--- src/rtl/agc_threshold_trigger.sv ---
// Threshold trigger on packed AGC samples with holdoff and a gated trigger-rate scaler.
// Define AGC_TRIG_PEAK_EN to also report the peak magnitude of each triggering cycle.
module agc_threshold_trigger #(
    parameter int unsigned NSAMP       = 8,
    parameter int unsigned NBITS       = 5,
    parameter int unsigned HOLDOFF_W   = 8,
    parameter int unsigned SCALER_W    = 16,
    parameter int unsigned GATE_CYCLES = 125000
) (
    input  logic                       aclk,
    input  logic                       reset_i,
    input  logic [NSAMP*NBITS-1:0]     dat_i,
    input  logic                       enable_i,
    input  logic [NBITS-1:0]           threshold_i,
    input  logic [HOLDOFF_W-1:0]       holdoff_i,
    output logic                       trig_o,
    output logic [$clog2(NSAMP)-1:0]   trig_idx_o,
    output logic [NBITS-1:0]           peak_o,
    output logic [SCALER_W-1:0]        scaler_o,
    output logic                       scaler_valid_o
);

    localparam int unsigned IDX_W  = $clog2(NSAMP);
    localparam int unsigned GATE_W = $clog2(GATE_CYCLES);

    localparam logic [0:0] ST_IDLE    = 1'b0;
    localparam logic [0:0] ST_HOLDOFF = 1'b1;

    localparam logic [HOLDOFF_W-1:0] HCNT_ONE  = HOLDOFF_W'(1);
    localparam logic [SCALER_W-1:0]  TCNT_ONE  = SCALER_W'(1);
    localparam logic [SCALER_W-1:0]  TCNT_MAX  = {SCALER_W{1'b1}};
    localparam logic [GATE_W-1:0]    GATE_ONE  = GATE_W'(1);
    localparam logic [GATE_W-1:0]    GATE_LAST = GATE_W'(GATE_CYCLES - 1);

    // Input register
    logic [NSAMP*NBITS-1:0] dat_q;

    always_ff @(posedge aclk or posedge reset_i) begin
        if (reset_i) begin
            dat_q <= '0;
        end else begin
            dat_q <= dat_i;
        end
    end

    // Compare stage: -2^(NBITS-1) maps to 2^(NBITS-1), which still fits unsigned NBITS
    logic [NBITS-1:0] mag [NSAMP];
    logic [NSAMP-1:0] hit_d;
    logic [NSAMP-1:0] hit_q;

    always_comb begin
        for (int k = 0; k < NSAMP; k++) begin
            if (dat_q[NBITS*k + NBITS - 1]) begin
                mag[k] = {NBITS{1'b0}} - dat_q[NBITS*k +: NBITS];
            end else begin
                mag[k] = dat_q[NBITS*k +: NBITS];
            end
            hit_d[k] = mag[k] > threshold_i;
        end
    end

    always_ff @(posedge aclk or posedge reset_i) begin
        if (reset_i) begin
            hit_q <= '0;
        end else begin
            hit_q <= hit_d;
        end
    end

`ifdef AGC_TRIG_PEAK_EN
    logic [NBITS-1:0] peak_d;
    logic [NBITS-1:0] peak_q;

    always_comb begin
        peak_d = '0;
        for (int k = 0; k < NSAMP; k++) begin
            if (mag[k] > peak_d) begin
                peak_d = mag[k];
            end
        end
    end

    always_ff @(posedge aclk or posedge reset_i) begin
        if (reset_i) begin
            peak_q <= '0;
        end else begin
            peak_q <= peak_d;
        end
    end
`endif

    // Trigger FSM
    logic [0:0]           state_q, state_d;
    logic [HOLDOFF_W-1:0] hcnt_q, hcnt_d;
    logic                 fire;
    logic [IDX_W-1:0]     first_idx;

    always_comb begin
        first_idx = '0;
        for (int k = NSAMP - 1; k >= 0; k--) begin
            if (hit_q[k]) begin
                first_idx = IDX_W'(k);
            end
        end
    end

    always_comb begin
        state_d = state_q;
        hcnt_d  = hcnt_q;
        fire    = 1'b0;
        case (state_q)
            ST_IDLE: begin
                if (enable_i && (|hit_q)) begin
                    fire = 1'b1;
                    if (holdoff_i != '0) begin
                        hcnt_d  = holdoff_i;
                        state_d = ST_HOLDOFF;
                    end
                end
            end
            ST_HOLDOFF: begin
                hcnt_d = hcnt_q - HCNT_ONE;
                if (hcnt_q == HCNT_ONE) begin
                    state_d = ST_IDLE;
                end
            end
            default: begin
                state_d = ST_IDLE;
            end
        endcase
    end

    always_ff @(posedge aclk or posedge reset_i) begin
        if (reset_i) begin
            state_q    <= ST_IDLE;
            hcnt_q     <= '0;
            trig_o     <= 1'b0;
            trig_idx_o <= '0;
        end else begin
            state_q <= state_d;
            hcnt_q  <= hcnt_d;
            trig_o  <= fire;
            if (fire) begin
                trig_idx_o <= first_idx;
            end
        end
    end

`ifdef AGC_TRIG_PEAK_EN
    always_ff @(posedge aclk or posedge reset_i) begin
        if (reset_i) begin
            peak_o <= '0;
        end else if (fire) begin
            peak_o <= peak_q;
        end
    end
`else
    assign peak_o = '0;
`endif

    // Scaler: the trig_o pulse visible in the wrap cycle still belongs to the closing gate
    logic [GATE_W-1:0]   gcnt_q;
    logic [SCALER_W-1:0] tcnt_q;
    logic [SCALER_W-1:0] tcnt_inc;
    logic                gate_wrap;

    always_comb begin
        gate_wrap = gcnt_q == GATE_LAST;
        tcnt_inc  = tcnt_q;
        if (trig_o && (tcnt_q != TCNT_MAX)) begin
            tcnt_inc = tcnt_q + TCNT_ONE;
        end
    end

    always_ff @(posedge aclk or posedge reset_i) begin
        if (reset_i) begin
            gcnt_q         <= '0;
            tcnt_q         <= '0;
            scaler_o       <= '0;
            scaler_valid_o <= 1'b0;
        end else begin
            scaler_valid_o <= gate_wrap;
            if (gate_wrap) begin
                gcnt_q   <= '0;
                tcnt_q   <= '0;
                scaler_o <= tcnt_inc;
            end else begin
                gcnt_q <= gcnt_q + GATE_ONE;
                tcnt_q <= tcnt_inc;
            end
        end
    end

endmodule

--- config.mk ---
export PLATFORM = sky130hd
export DESIGN_NAME = agc_threshold_trigger
export DESIGN_NICKNAME = d
export VERILOG_FILES = /design/src/rtl/agc_threshold_trigger.sv
export SDC_FILE = /design/constraint.sdc
export NUM_CORES = 1
export LEC_CHECK = 0
export BUFFER_PORTS_ARGS = -buffer_cell sky130_fd_sc_hd__buf_2
export CAP_MARGIN = 0
export CORE_ASPECT_RATIO = 0.5
export CORE_MARGIN = 8
export CORE_UTILIZATION = 45
export CTS_CLUSTER_SIZE = 8
export DETAILED_ROUTE_END_ITERATION = 12
export PLACE_DENSITY = 0.75
export SYNTH_ARGS = -nofsm -noshare
export SYNTH_HDL_FRONTEND = slang
export SYNTH_SLANG_ARGS = --single-unit
--- constraint.sdc ---
create_clock -name aclk -period 6.59 [get_ports aclk]
set_clock_uncertainty 0.15 [all_clocks]
set_input_delay 0.9885 -clock aclk [delete_from_list [all_inputs] [get_ports aclk]]
set_output_delay 0.9885 -clock aclk [all_outputs]
set_load 0.02 [all_outputs]
==> impl_metrics.py, run 1 <==
metrics = {
    "critical_path": {
        "cp-end-kind": "flip-flop",
        "required_ns": 6.67,
        "critical_path_class": "reg2reg",
        "crit_fanout": 41,
        "crit_path_start_kind": "flip-flop",
        "worstPathArrival_ns": 2.89,
    },
    "layout": {
        "diodes": 0,
        "design_area_mm2": 0.00648,
        "fin_cells": 796,
        "drive_gt1_share_pct": 17.1,
        "syn_to_final_growth_pct": 14.3,
        "layout.nets": 729,
    },
    "detailed_routing": {
        "vias": 4058,
        "dr.pass1.iters": 6,
        "ant_nets": 0,
        "drt-vias-per-instance": 5.10,
        "postRouteWirelength_um": 11100,
        "drtIter0Drc": 209,
        "routedWlPerCell_um": 13.9,
        "route.detailed.drc": 0,
    },
    "yosys": {
        "synth_top_family_by_area": "simple AND/OR/NAND/NOR gates",
        "yosys.area_share.adder_pct": 11.5,
        "avgSynthCellArea_um2": 10.5,
        "ys_warn_count": 0,
        "ys.flop_type": "dfrtp_1",
        "synth_compound_area_share_pct": 10.4,
        "synth_seq_area_share_pct": 49.0,
        "ys_types": 46,
        "synth_cells": 541,
        "netlist_area_mm2": 0.00567,
        "synth_xor_area_share_pct": 6.64,
        "synthSimpleGateAreaFrac_pct": 16.8,
        "synthMuxAreaShare_pct": 1.61,
        "ys_ff_latch": 111,
        "synth-async-reset-ratio_pct": 100,
        "synth_edf_count": 0,
    },
    "placed_design": {
        "dp_hpwl_um": 8480,
        "dpl_cell_area_mm2": 0.00620,
        "place_congestion": 0.802,
        "place_inst": 780,
        "port_buffers": 76,
    },
    "power": {
        "leakagePower_nw": 3.12,
        "powerDensity_mw_per_mm2": 238,
        "finalPower_mw": 1.54,
        "ir_drop_uv": 123,
    },
    "die": {
        "die_h_um": 95.4,
        "core_area_mm2": 0.0125,
        "fp.dieW_um": 175,
        "row_count": 29,
        "start_util_pct": 45.4,
        "io_pins": 82,
        "die-area_mm2": 0.0167,
    },
    "clock_tree": {
        "cts_inserted_buffers": 9,
        "cts_resized": 0,
        "h-tree-depth": 3,
        "postCtsSetupRepairBufs": 0,
        "cts_tree": "done",
        "cts-root-buf": "clkbuf_16",
        "clkTransAtPathRegs_ns": 0.07,
        "clock_sinks": 111,
        "cts_max_path_buffers": 2,
        "clock_latency_ns": 0.35,
        "hold_buffers": 0,
    },
    "timing": {
        "setup_viol": 0,
        "slew_viol_final": 0,
        "tns_ns": 0,
        "rsz0062_at_grt": "false",
        "hold_viol": 0,
        "tightest_slew_ns": 0.783,
        "fmax_ghz": 0.355,
        "slew_headroom_pct": 47.8,
        "min_period_ns": 2.82,
        "whs_ns": 0.351,
        "post-route-period-util_pct": 42.7,
    },
    "grt": {
        "grt_max_degree": 65,
        "first_global_vias": 4208,
        "grt_pass1_wl_um": 19000,
        "antenna_found_initial": 0,
        "grt_use_total_pct": 14.0,
        "overflow": 0,
    },
    "worst_hold_path": {
        "hp-class": "reg2reg",
    },
    "job": {
        "maxCapViolations": 0,
    },
    "run_status": {
        "outcome": "finished clean",
    },
}
[stage by stage]
| stage | util, % | worst slack, ns |
|---|---|---|
| floorplan | - | 2.52 |
| global placement | 49.7 | 3.81 |
| detailed placement | 49.7 | 3.75 |
| CTS | 51.9 | 3.75 |
| global route | 51.9 | 3.55 |
| finish | 51.9 | 3.77 |
[worst max-delay path, stage by stage, from the launching register on]
cell and delay (ns):
dfrtp_1 0.41, or4b_1 0.58, nor4_4 0.68, buf_4 0.52, a21oi_1 0.08, o21ai_0 0.17, o21ai_0 0.10
[power by group]
group / switching (mW) / leakage, nW / internal, mW
clock: 0.240 / 0.132 / 0.261
sequential: 0.0462 / 1.40 / 0.735
combinational: 0.142 / 1.58 / 0.117
[cell families after synthesis]
kind of cell | after synthesis
AOI/OAI and AO/OA | 87
xor gates and xnor gates | 43
adders and majority gates | 52
buffers and inverters | 49
DFF | 111
muxes | 9
other | 1
and+or+nand+nor | 189
[synth_stat cells (2+ instances only)]
master    number  area, µm²
nand2b_1      16        100
nand3_1       24        120
o211ai_1       5       37.5
buf_4          6       45.0
and4_1         5       43.8
nor2_1        54        203
xor2_1        15        131
nand4b_1       2       17.5
nor2b_1       12       75.1
o31ai_1        8       60.1
xnor2_1       28        245
a222oi_1       2       20.0
mux2i_1        8       80.1
a21oi_1       10       50.1
a211oi_1       6       45.0
nor3_1        12       60.1
buf_6          2       22.5
ha_1          52        651
buf_2          2       10.0
or4b_1         2       20.0
and3_1         6       37.5
a21oi_2       11       96.3
nand4_1       12       75.1
o22ai_1        7       43.8
dfrtp_1      111       2780
o21a_1         2       15.0
nor4_1         4       25.0
clkbuf_1       3       11.3
nand2_1       37        139
a31oi_1        2       12.5
inv_1         36        135
o21ai_0       25        125
[layout by cell type, fill, tap and decap left out, types with 8 or more instances in the layout]
cell type,synthesis,routed
a21oi_1,10,10
a21oi_2,11,11
buf_2,2,76
clkbuf_16,0,9
dfrtp_1,111,111
ha_1,52,52
inv_1,36,35
mux2i_1,8,8
nand2_1,37,37
nand2b_1,16,16
nand3_1,24,24
nand4_1,12,12
nor2_1,54,54
nor2b_1,12,12
nor3_1,12,12
o21ai_0,25,25
o31ai_1,8,8
xnor2_1,28,28
xor2_1,15,15
[per-layer routing]
metal,vias to the layer above,wire length (µm),global-route usage (%)
met2,70,5690,25.6
met5,-,0,0
met1,1919,4740,15.8
met4,0,190,5.05
met3,21,437,3.52
li1,2048,-,-
[registers in the layout (all words and copies together), names as in the netlist]
name,count
dat_q,40
gcnt_q,17
hcnt_q,8
hit_q,8
scaler_o,16
scaler_valid_o,1
state_q,1
tcnt_q,16
trig_idx_o,3
trig_o,1
[layout make-up]
class | instances | area (µm²)
Multi-Input combinational cell | 385 | 2680
Clock inverter | 5 | 41.3
Sequential cell | 111 | 2780
Clock buffer | 11 | 233
Tap cell | 170 | 213
Inverter | 36 | 138
Fill cell | 1121 | 6000
Timing Repair Buffer | 78 | 395
[worst paths after layout]
check	slack [ns]	from	cells past startpoint	endpoint
worst max-delay path	3.77	gcnt_q[12]	6	gcnt_q[15]
worst min-delay path	0.35	trig_idx_o[2]	1	trig_idx_o[2]
worst max register to register	3.77	gcnt_q[12]	6	gcnt_q[15]
worst min register to register	0.35	trig_idx_o[2]	1	trig_idx_o[2]
max in group asynchronous	4.55	reset_i	3	hit_q[4]
min in group asynchronous	0.54	reset_i	2	scaler_o[12]
(Power assumes the default switching activity.)
==> run 2, diff against run 1 <==
Clock period 6.59 ns to 2.7 ns, I/O delays scaled along.
==> run 2 against run 1 <==
Net effect: first-iteration DRC count decreased by 1.4%; worst hold slack got worse by 0.35 ns; fmax up 25%; via count up 1.8%; register-to-register slack got worse by 3.3 ns; core utilization increased by 1.6 points; clock power rose to 2.7 times the previous value; global-route usage increased by 0.061 points; critical path type unchanged.
==> impl_metrics.py, run 2 (synthesized netlist as in run 1, its figures left out) <==
metrics = {
    "detailed_routing": {
        "route.detailed.drc": 0,
        "routedWlPerCell_um": 14.0,
        "dr.pass1.iters": 4,
        "drtIter0Drc": 206,
        "ant_nets": 0,
        "postRouteWirelength_um": 11300,
        "drt-vias-per-instance": 5.10,
        "vias": 4133,
    },
    "clock_tree": {
        "clock_sinks": 111,
        "cts-root-buf": "clkbuf_16",
        "cts_max_path_buffers": 2,
        "clock_latency_ns": 0.34,
        "h-tree-depth": 3,
        "clkTransAtPathRegs_ns": 0.07,
        "cts_inserted_buffers": 9,
        "cts_tree": "done",
        "postCtsSetupRepairBufs": 0,
    },
    "power": {
        "clkPwrFrac_pct": 34.7,
        "ir_drop_uv": 292,
        "p_switching_mw": 1.07,
        "combPwrFrac_pct": 16.6,
        "seqPwrFrac_pct": 48.7,
        "p_sw_share_pct": 27.2,
        "powerDensity_mw_per_mm2": 587,
        "leakagePower_nw": 3.20,
        "power.internal_mw": 2.86,
    },
    "placed_design": {
        "port_buffers": 76,
        "place_inst": 782,
        "place_congestion": 0.860,
        "pre_cts_slack_ns": 0.428,
        "dp_hpwl_um": 8380,
    },
    "critical_path": {
        "critical_path_class": "reg2reg",
        "endpoint": "gcnt_q[15]",
        "cp-end-kind": "flip-flop",
        "crit_path_start_kind": "flip-flop",
        "required_ns": 2.78,
        "ff2ff_path_depth": 6,
        "crit_fanout": 53,
        "worstPathArrival_ns": 2.33,
        "r2r-start": "gcnt_q[12]",
        "reg2reg_to": "gcnt_q[15]",
        "critPathLaunch": "gcnt_q[12]",
        "r2r_slack_ns": 0.45,
    },
    "die": {
        "core_area_mm2": 0.0125,
        "io_pins": 82,
        "row_count": 29,
        "die_h_um": 95.4,
        "fp.dieW_um": 175,
        "start_util_pct": 45.4,
        "die-area_mm2": 0.0167,
    },
    "timing": {
        "fmax_ghz": 0.445,
        "setup_viol": 0,
        "hold_viol": 0,
        "setup_slack_ns": 0.451,
        "rsz0062_at_grt": "false",
        "post-route-period-util_pct": 83.3,
        "tightest_slew_ns": 0.684,
        "tns_ns": 0,
        "slew_viol_final": 0,
        "min_period_ns": 2.25,
        "slew_headroom_pct": 54.1,
    },
    "grt": {
        "grt_use_total_pct": 14.0,
        "grt_max_degree": 69,
        "antenna_found_initial": 1,
        "overflow": 0,
        "first_global_vias": 4252,
        "grt_pass1_wl_um": 19100,
    },
    "layout": {
        "reg_top3": "dat_q x40, gcnt_q x17",
        "top_register": "dat_q",
        "syn_to_final_growth_pct": 17.9,
        "layout.nets": 743,
        "largest_reg_flops": 40,
        "fin_cells": 811,
        "final_common_cell": "dfrtp_1",
        "most-common-layout-cells": "dfrtp_1, buf_2, nor2_1, ha_1, nand2_1",
        "drive_gt1_share_pct": 17.3,
    },
    "worst_hold_path": {
        "hp-class": "in2async",
    },
    "job": {
        "maxCapViolations": 0,
    },
    "run_status": {
        "outcome": "finished clean",
    },
}
run 2: worst max-delay path: stages, from the launching register on:
cell and delay, ns:
dfrtp_1 0.42, or4b_1 0.59, nor4_4 0.36, buf_12 0.29, a21oi_1 0.06, o21ai_0 0.16
o21ai_0 0.09
run 2: per-layer routing:
| layer | vias to the layer above | track usage [%] | part of all wire [%] |
|---|---|---|---|
| met1 | 1969 | 16.3 | 43 |
| met4 | 0 | 5.19 | 1.9 |
| met2 | 74 | 25.4 | 52 |
| li1 | 2074 | - | - |
| met5 | - | 0 | 0 |
| met3 | 16 | 3.32 | 3.7 |
run 2: how the worst min path moves through the flow:
stage                        end  depth (start not counted)
global route           dat_q[24]                          1
global placement       gcnt_q[0]                          1
floorplan               dat_q[0]                          0
finish              scaler_o[13]                          3
CTS                    dat_q[25]                          1
detailed placement     gcnt_q[0]                          1
run 2: final cells by class:
cell class              instances  area, µm²
diodes                          1       2.50
clock buffers                  10        239
clock inverters                 6       75.1
fillers                      1090       5800
inverters                      36        139
multi-input cells             385       2680
flip-flops and latches        111       2780
well taps                     170        213
repair buffers                 92        556
run 2: power by group through the flow:
stage          registers [mW]  clock network [mW]  logic [mW]
6_report                 1.91                1.36       0.650
5_1_grt                  1.93                1.48       0.751
4_1_cts                  1.91                1.41       0.651
3_5_place_dp             1.94                   0       0.644
3_3_place_gp             1.94                   0       0.607
2_1_floorplan            1.93                   0       0.457
run 2: metrics by stage:
stage                     cell area [µm²]  power, mW  util (%)  hold WS, ns
after global routing                 6680       4.16      53.5     -0.00175
final                                6680       3.93      53.5      0.00227
after floorplan                      5690       2.39         -        0.286
after detailed placement             6250       2.58      50.0        0.340
after global placement               6250       2.54      50.0        0.326
after CTS                            6600       3.97      52.9     0.000195
run 2: timing repair:
action | CTS | global route
hold buffers | 4 | 8
resized for setup | 0 | 0
hold endpoints to repair | 4 | 8
endpoints found under the setup margin | 0 | 0
==> run 3, diff against run 2 <==
Clock period 2.7 ns to 2.32 ns, I/O delays scaled along.
==> run 3 against run 2 <==
Net effect: critical path depth did not move; core utilization increased by 2.7 points; combinational power increased by 26%; die area unchanged; routed wire length increased by 12%; design area increased by 5.1%; worst hold slack gained 0.094 ns; clock power increased by 15%; power up 18%; final cell count grew 4.3%; non-clock buffer count up 34.
==> impl_metrics.py, run 3 (synthesized netlist as in run 1, its figures left out) <==
metrics = {
    "layout": {
        "design_area_mm2": 0.00702,
        "top_register": "dat_q",
        "final_common_cell": "dfrtp_1",
        "fin_util_pct": 56.3,
        "largest_reg_flops": 40,
        "layout.nets": 777,
        "syn_to_final_growth_pct": 23.9,
        "reg_top3": "dat_q x40, gcnt_q x17",
        "fill_cells": 1071,
        "drive_gt1_share_pct": 17.2,
        "most-common-layout-cells": "dfrtp_1, buf_2, nor2_1, ha_1, dlygate4sd3_1",
    },
    "grt": {
        "grt_max_degree": 59,
        "grt_pass1_wl_um": 21000,
        "overflow": 0,
        "grt_use_total_pct": 15.5,
        "first_global_vias": 4622,
        "antenna_found_initial": 2,
    },
    "die": {
        "start_util_pct": 45.4,
        "core_area_mm2": 0.0125,
        "die-area_mm2": 0.0167,
        "row_count": 29,
        "die_h_um": 95.4,
        "io_pins": 82,
        "fp.dieW_um": 175,
    },
    "critical_path": {
        "cp-end-kind": "flip-flop",
        "cp_cell_sequence": "or4b_1, nor4_4, buf_4, a21oi_1, o21ai_0, o21ai_0",
        "worstPathArrival_ns": 2.21,
        "r2r-start": "gcnt_q[12]",
        "crit_family": "simple AND/OR/NAND/NOR gates",
        "crit_path_start_kind": "flip-flop",
        "crit_buf_inv": 1,
        "slowest_delay_ns": 0.58,
        "critical_path_class": "reg2reg",
        "ff2ff_path_depth": 6,
        "path_depth": 6,
        "critPathLaunch": "gcnt_q[12]",
        "path_common_cell": "o21ai_0",
        "crit_fanout": 4,
        "required_ns": 2.39,
        "crit_path_top_delay_cell": "or4b_1",
    },
    "timing": {
        "min_period_ns": 2.14,
        "slew_headroom_pct": 56.8,
        "hold_viol": 0,
        "tns_ns": 0,
        "slew_viol_final": 0,
        "post-route-period-util_pct": 92.2,
        "fmax_ghz": 0.468,
        "rsz0062_at_grt": "false",
        "tightest_slew_ns": 0.643,
        "setup_viol": 0,
    },
    "detailed_routing": {
        "ant_nets": 0,
        "drtIter0Drc": 199,
        "drt-vias-per-instance": 5.14,
        "postRouteWirelength_um": 12700,
        "vias": 4352,
        "route.detailed.drc": 0,
        "dr.pass1.iters": 4,
        "routedWlPerCell_um": 15.0,
    },
    "clock_tree": {
        "h-tree-depth": 3,
        "clock_sinks": 111,
        "cts_max_path_buffers": 2,
        "cts_inserted_buffers": 9,
        "postCtsSetupRepairBufs": 0,
        "cts-root-buf": "clkbuf_16",
        "cts_tree": "done",
        "clock_latency_ns": 0.34,
        "clkTransAtPathRegs_ns": 0.07,
    },
    "run_status": {
        "outcome": "finished clean",
    },
    "job": {
        "maxCapViolations": 0,
    },
    "placed_design": {
        "port_buffers": 76,
        "place_congestion": 0.872,
        "dp_hpwl_um": 8810,
        "dpl_cell_area_mm2": 0.00630,
    },
    "power": {
        "powerDensity_mw_per_mm2": 659,
        "leakagePower_nw": 3.35,
        "ir_drop_uv": 393,
    },
    "worst_hold_path": {
        "hp-class": "in2reg",
        "hold_start": "holdoff_i[3]",
        "whs_path_depth": 2,
    },
}
[run 3: where the power goes]
group | internal (mW) | total [mW] | switching [mW]
sequential | 2.09 | 2.24 | 0.147
combinational | 0.384 | 0.818 | 0.434
clock | 0.879 | 1.57 | 0.693
total | 3.35 | 4.63 | 1.27
[run 3: worst register-to-register path: stages, from the launching register on]
cell and delay (ns):
dfrtp_1 0.42, or4b_1 0.58, nor4_4 0.36, buf_4 0.19, a21oi_1 0.04, o21ai_0 0.17
o21ai_0 0.11
[run 3: layout make-up]
| class | instances | area (µm²) | share of cell area, % |
|---|---|---|---|
| Timing Repair Buffer | 126 | 896 | 12.8 |
| Sequential cell | 111 | 2780 | 39.6 |
| Antenna cell | 2 | 5.00 | 0.0713 |
| Multi-Input combinational cell | 385 | 2690 | 38.3 |
| Tap cell | 170 | 213 | 3.03 |
| Clock buffer | 11 | 243 | 3.46 |
| Clock inverter | 5 | 63.8 | 0.909 |
| Inverter | 36 | 139 | 1.98 |
[run 3: per-layer routing]
layer | up-vias | routed length [µm] | GRT usage [%] | part of all wire, %
met5 | - | 0 | 0 | 0
met4 | 0 | 336 | 7.57 | 2.7
met3 | 31 | 487 | 3.64 | 3.8
met2 | 95 | 6770 | 29.1 | 53
met1 | 2076 | 5060 | 16.5 | 40
li1 | 2150 | - | - | -
[run 3: repair_timing]
action,4_1_cts,5_1_grt
hold buffers,41,0
setup endpoints to repair,0,2
gates resized for setup,0,2
hold endpoints to repair,51,0
[run 3: through the flow]
step	hold slack, ns	setup WS [ns]	std cells	power, mW
global route	0.0995	0.0262	846	4.87
CTS	0.0826	0.127	844	4.64
detailed placement	0.181	0.195	787	3.01
global placement	0.180	0.244	787	2.96
floorplan	0.229	0.298	545	2.78
finish	0.0960	0.181	846	4.63
[run 3: final timing paths]
check                              to  slack (ns)
setup / recovery           gcnt_q[15]        0.18
hold / removal              hcnt_q[3]         0.1
setup reg to reg           gcnt_q[15]        0.18
hold reg to reg             gcnt_q[0]        0.35
max in group asynchronous   hcnt_q[2]        0.84
min in group asynchronous   gcnt_q[7]        0.37
